<file path="src/rtl/inc_sched.sv">
// inc_sched: round-robin burst scheduler sharing one modulo-N incrementer among
// four requesters. One burst of L enabled steps per grant, then a done pulse.
module inc_sched #(
    parameter int unsigned N    = 8,
    parameter int unsigned LENW = 4
) (
    input  logic                clock,
    input  logic                reset,
    input  logic [3:0]          req,
    input  logic [4*LENW-1:0]   len,
    input  logic                hold,
    input  logic [15:0]         count,
    output logic                enable,
    output logic [3:0]          grant,
    output logic                done,
    output logic [1:0]          done_id,
    output logic                wrap,
    output logic                busy
);

    localparam int unsigned NREQ = 4;
    localparam int unsigned IDW  = 2;
    localparam int unsigned CNTW = 16;

    localparam logic [1:0] S_IDLE = 2'd0;
    localparam logic [1:0] S_RUN  = 2'd1;
    localparam logic [1:0] S_DONE = 2'd2;

    localparam logic [CNTW-1:0] WRAP_AT = CNTW'(N - 1);

    logic [1:0]      r_state;
    logic [1:0]      w_state_nxt;
    logic [LENW-1:0] r_rem;
    logic [LENW-1:0] w_rem_nxt;
    logic [IDW-1:0]  r_ptr;
    logic [IDW-1:0]  w_ptr_nxt;
    logic [3:0]      r_grant;
    logic [3:0]      w_grant_nxt;
    logic            r_done;
    logic            w_done_nxt;
    logic [IDW-1:0]  r_done_id;
    logic [IDW-1:0]  w_done_id_nxt;
    logic            r_wrap;
    logic            w_wrap_nxt;
    logic            r_busy;
    logic            w_busy_nxt;

    logic            w_enable;
    logic            w_found;
    logic [IDW-1:0]  w_win;
    logic [IDW-1:0]  w_idx;

    // Incrementer enable: only while running, not paused, and steps remain
    assign w_enable = (r_state == S_RUN) & ~hold & (r_rem != '0);

    assign enable  = w_enable;
    assign grant   = r_grant;
    assign done    = r_done;
    assign done_id = r_done_id;
    assign wrap    = r_wrap;
    assign busy    = r_busy;

    // Round-robin search: first set request after the previous winner
    always_comb begin
        w_found = 1'b0;
        w_win   = r_ptr;
        w_idx   = '0;
        for (int unsigned k = 1; k <= NREQ; k++) begin
            w_idx = r_ptr + IDW'(k);
            if (!w_found && req[w_idx]) begin
                w_found = 1'b1;
                w_win   = w_idx;
            end
        end
    end

    // Next-state and registered-output logic
    always_comb begin
        w_state_nxt   = r_state;
        w_rem_nxt     = r_rem;
        w_ptr_nxt     = r_ptr;
        w_grant_nxt   = r_grant;
        w_done_nxt    = 1'b0;
        w_done_id_nxt = '0;
        w_busy_nxt    = r_busy;
        w_wrap_nxt    = w_enable & (count == WRAP_AT);

        case (r_state)
            S_IDLE: begin
                if (w_found) begin
                    w_state_nxt = S_RUN;
                    w_grant_nxt = 4'b0001 << w_win;
                    w_rem_nxt   = len[int'(w_win)*LENW +: LENW];
                    w_ptr_nxt   = w_win;
                    w_busy_nxt  = 1'b1;
                end
            end
            S_RUN: begin
                if ((r_rem == '0) || (w_enable && (r_rem == LENW'(1)))) begin
                    w_state_nxt   = S_DONE;
                    w_rem_nxt     = '0;
                    w_done_nxt    = 1'b1;
                    w_done_id_nxt = r_ptr;
                end else if (w_enable) begin
                    w_rem_nxt = r_rem - LENW'(1);
                end
            end
            S_DONE: begin
                w_state_nxt = S_IDLE;
                w_grant_nxt = '0;
                w_busy_nxt  = 1'b0;
            end
            default: begin
                w_state_nxt = S_IDLE;
                w_grant_nxt = '0;
                w_busy_nxt  = 1'b0;
                w_rem_nxt   = '0;
            end
        endcase
    end

    // State register; reset aborts any burst and restores requester 0 priority
    always_ff @(posedge clock or negedge reset) begin
        if (!reset) begin
            r_state   <= S_IDLE;
            r_rem     <= '0;
            r_ptr     <= IDW'(NREQ - 1);
            r_grant   <= '0;
            r_done    <= 1'b0;
            r_done_id <= '0;
            r_wrap    <= 1'b0;
            r_busy    <= 1'b0;
        end else begin
            r_state   <= w_state_nxt;
            r_rem     <= w_rem_nxt;
            r_ptr     <= w_ptr_nxt;
            r_grant   <= w_grant_nxt;
            r_done    <= w_done_nxt;
            r_done_id <= w_done_id_nxt;
            r_wrap    <= w_wrap_nxt;
            r_busy    <= w_busy_nxt;
        end
    end

endmodule
</file>
<file path="config.mk">
export PLATFORM = sky130hd
export DESIGN_NAME = inc_sched
export DESIGN_NICKNAME = d
export VERILOG_FILES = /design/src/rtl/inc_sched.sv
export SDC_FILE = /design/constraint.sdc
export NUM_CORES = 1
export LEC_CHECK = 0
export ABC_AREA = 1
export CAP_MARGIN = 20
export CORE_MARGIN = 2
export CORE_UTILIZATION = 40
export DETAILED_ROUTE_END_ITERATION = 12
export GPL_ROUTABILITY_DRIVEN = 0
export GPL_TIMING_DRIVEN = 0
export PLACE_DENSITY = 0.84
export SYNTH_ARGS = -nofsm -noshare
export SYNTH_HDL_FRONTEND = slang
export SYNTH_SLANG_ARGS = --single-unit
</file>
<file path="constraint.sdc">
create_clock -name clock -period 3.4 [get_ports clock]
set_clock_uncertainty 0.2 [all_clocks]
set_input_delay 0.85 -clock clock [delete_from_list [all_inputs] [get_ports clock]]
set_output_delay 0.85 -clock clock [all_outputs]
set_load 0.02 [all_outputs]
</file>
==> out/results.md <==
| Step | Quantity | This run |
|:---|:---|:---|
| status | Run status | finished clean |
| clock network | Clock buffer depth | 2 |
| clock network | Resized Gates After CTS | 0 |
| sta | Min Tclk post-route | 3.14 ns |
| routing | Initial drt markers | 26 |
| yosys | Post-synthesis instance area | 1230 um^2 |
| setup path | Largest stage delay on the critical path | 0.63 ns |
| global route | Global-route congestion overflow total | 0 |
| floorplanning | Area of the die | 3540 um^2 |
| power | Maximum vdd drop | 0.524 mV |
| sta | Pin slew with the least headroom to its limit | 0.724 ns |
| global route | Pin count of the biggest net entering global routing | 18 |
| yosys | Number of instances in the synthesized netlist | 185 |
| floorplanning | Boundary Pins | 49 |
| min path | Type of the worst min-delay path | flop to flop |
| global route | Via count of the first global-routing pass | 1195 |
| routing | Length of the first detailed-routing pass in iterations | 4 |
| clock network | CTS tree | built |
| power | Internal power | 773 uW |
| sta | Max Transition Viols Final | 0 |
| setup path | Biggest fanout along the worst timing path | 3 |
| yosys | Sequential element share of the synthesized area | 34.8% |
| setup path | Crit path required time | 2.35 ns |
| sta | Finish-stage setup viols | 0 |
| floorplanning | DIE WIDTH | 59.5 um |
| power | LEAKAGE | 0.000919 uW |
| yosys | Cell types with the largest area share after synthesis | sky130_fd_sc_hd__dfrtp_1, sky130_fd_sc_hd__nand2_1, sky130_fd_sc_hd__nand3_1 |
| global route | First-pass GRT wire length | 5.02 mm |
| clock network | CTS Hold Bufs | 0 |
| yosys | Commonest cells post-synth | sky130_fd_sc_hd__nand2_1, sky130_fd_sc_hd__nand3_1, sky130_fd_sc_hd__inv_1, sky130_fd_sc_hd__dfrtp_1, sky130_fd_sc_hd__o21ai_0 |
| clock network | Post-CTS setup buffer count | 0 |
| clock network | Clock sink count | 17 |
| sta | Fin Setup TNS | 0 ns |
| setup path | Endpoint arrival time on the critical path | 2.09 ns |
| setup path | Startpoint kind of the worst setup timing path | input pin |
| layout | Area growth, synth to finish | 44.6% |
| clock network | Total clock buffers created by CTS | 3 |
| placement | HPWL after detailed placement | 2.34 mm |
| global route | Initial antenna violation count | 0 |
| setup path | Master of the slowest instance on the critical path | sky130_fd_sc_hd__clkdlybuf4s50_1 |
| routing | Residual antenna-violating net count after detailed routing | 0 |
| power | Switching part of the total power | 53.2% |
| yosys | Most area-hungry cell type in the Yosys netlist | sky130_fd_sc_hd__dfrtp_1 |
| global route | Total track usage | 18.2% |
| yosys | Yosys warns | 0 |
| clock network | Clock transition at the register clock pins on the worst setup and hold paths after CTS | 0.09 ns |
| routing | Detailed-route via count | 1336 |
| power | Switching power | 878 uW |
| layout | Post-layout nets | 279 |
| floorplanning | Num rows | 20 |
| clock network | Buffer cell driving the clock tree root | sky130_fd_sc_hd__clkbuf_4 |
| yosys | Asr flop ratio synth | 100% |
| clock network | CTS H-tree depth | 1 |
| power | Clock Power Share | 6.7% |
| floorplanning | Starting utilization of the core area | 41.3% |
| flow run | Max-capacitance violation count | 0 |
| sta | Final hold violation count | 0 |
| sta | Maximum clock frequency | 319 MHz |
| sta | RSZ-0062 raised after global routing | false |
| power | Share of power burned in registers | 20.7% |
| setup path | Depth of the worst register-to-register path | 16 |
| layout | Share of post-route cells with drive strength above 1 | 10.1% |
| placement | Number of input and output port buffers inserted | 48 |
| yosys | Number of enable flip-flop cells after synthesis | 0 |
| routing | Vias per cell | 4.95 |
| yosys | Post-Syn Area per Cell | 6.66 um^2 |
| yosys | Post-Syn Nets | 226 |
| routing | Residual DRC count | 0 |
| setup path | Critical path class | input pin to primary output |
| floorplanning | Core region area | 2980 um^2 |
| power | Total power per unit cell area | 927 nW/um^2 |
| power | Total design power | 1650 uW |
| sta | Max transition margin | 51.6% |
| setup path | Most used cell, CP | sky130_fd_sc_hd__clkdlybuf4s50_1 |
| layout | Number of diodes added for antenna fixing | 0 |
| yosys | Post-synth top area share | 30.5% |
| yosys | Yosys reg bits | 17 |
| clock network | Clock latency on the worst-skew pair | 0.30 ns |
| yosys | Most frequently used cell type in the post-synthesis netlist | sky130_fd_sc_hd__nand2_1 |
| floorplanning | Height of the chip | 59.5 um |
| setup path | Critical Path End Type | primary output |
| yosys | Number of different library cells in the post-synthesis netlist | 23 |
| setup path | List of cells traversed by the critical path | clkdlybuf4s50_1 -> nor2_1 -> clkdlybuf4s50_1 |
| power | Logic pwr share | 72.6% |
| routing | Drt total wl | 2.89 mm |
| layout | Share of the core filled with cells in the final layout | 59.8% |
| min path | Number of cells traversed by the worst hold path | 2 |
| routing | Detailed-route wire length per cell | 10.7 um |
| yosys | Dominant register cell in the synthesized netlist | sky130_fd_sc_hd__dfrtp_1 |
| sta | Final cycle utilization of the critical path | 92.3% |
-- per-layer routing --
metal	routed length [um]	share of wire, %	GRT usage (%)
met2	1420	49	30.3
met1	1300	45	23.7
met5	0	0	0
met3	110	3.8	1.97
met4	60	2.1	7.79
-- path summary, 6_finish.rpt --
kind / startpoint / endpoint / slack [ns]
worst max register to register: r_ptr[0] / r_rem[1] / 1.32
max in group asynchronous: reset / r_rem[0] / 1.77
worst min-delay path: r_rem[3] / r_rem[3] / 0.30
min in group asynchronous: reset / done_id[0] / 0.77
worst min register to register: r_rem[3] / r_rem[3] / 0.30
worst max-delay path: hold / enable / 0.26
-- registers in the layout, indices dropped and copies added, names as in the netlist --
register / count
grant: 4
r_rem: 4
done_id: 2
r_ptr: 2
r_state: 2
busy: 1
done: 1
wrap: 1
-- worst max-delay path: cells and delay by family --
family | cells | cell delay, ns
and+or+nand+nor | 1 | 0.15
buffers and inverters | 2 | 1.08
-- cells by family after synthesis --
family          after synthesis  synth area share (%)
compound gates               18                  7.32
buf+inv                      27                  9.65
xor+xnor                      1                 0.712
flops                        17                  34.8
simple gates                120                  45.5
fa+ha+maj                     2                  2.03
-- stage by stage --
| step | cell area, um^2 | worst slack [ns] | hold slack [ns] | cells |
|---|---|---|---|---|
| final | 1780 | 0.263 | 0.295 | 270 |
| after detailed placement | 1750 | 0.279 | 0.270 | 266 |
| after global placement | 1750 | 0.275 | 0.267 | 266 |
| after global routing | 1780 | 0.175 | 0.304 | 270 |
| after CTS | 1780 | 0.271 | 0.295 | 270 |
| after floorplan | 1230 | 1.18 | 0.249 | 185 |
-- cells in the final DEF (no fill, tap or decap) --
cell type / Yosys / routed
sky130_fd_sc_hd__nand2_1: 59 / 59
sky130_fd_sc_hd__clkdlybuf4s50_1: 0 / 48
sky130_fd_sc_hd__nand3_1: 32 / 32
sky130_fd_sc_hd__inv_1: 22 / 22
sky130_fd_sc_hd__dfrtp_1: 15 / 15
sky130_fd_sc_hd__o21ai_0: 14 / 14
sky130_fd_sc_hd__nor2_1: 8 / 8
sky130_fd_sc_hd__nand2_2: 8 / 8
sky130_fd_sc_hd__nand4_1: 3 / 3
sky130_fd_sc_hd__nor4_1: 3 / 3
sky130_fd_sc_hd__a21oi_1: 3 / 3
sky130_fd_sc_hd__clkbuf_4: 0 / 3
sky130_fd_sc_hd__nand2_4: 2 / 2
sky130_fd_sc_hd__inv_4: 2 / 2
sky130_fd_sc_hd__nand3_2: 2 / 2
sky130_fd_sc_hd__ha_1: 2 / 2
sky130_fd_sc_hd__dfstp_2: 2 / 2
sky130_fd_sc_hd__buf_6: 1 / 1
sky130_fd_sc_hd__inv_6: 1 / 1
sky130_fd_sc_hd__nor3b_1: 1 / 1
sky130_fd_sc_hd__nor3_1: 1 / 1
sky130_fd_sc_hd__inv_2: 1 / 1
sky130_fd_sc_hd__o21ai_1: 1 / 1
sky130_fd_sc_hd__xor2_1: 1 / 1
sky130_fd_sc_hd__or2_2: 1 / 1
sky130_fd_sc_hd__clkinv_2: 0 / 1
-- power groups by stage --
stage	logic [uW]	registers, uW	clock network, uW
after global routing	1360	351	119
after CTS	1200	344	111
after global placement	1170	345	0
final	1200	343	110
after floorplan	867	377	0
after detailed placement	1190	348	0
-- cell type report --
class	count	area, um^2
well taps	33	41.3
inverters	26	108
multi-input cells	141	684
clock inverters	1	5.00
fillers	285	1200
repair buffers	48	480
clock buffers	3	22.5
flip-flops and latches	17	428
plain buffers	1	11.3
(Power assumes the default switching activity.)
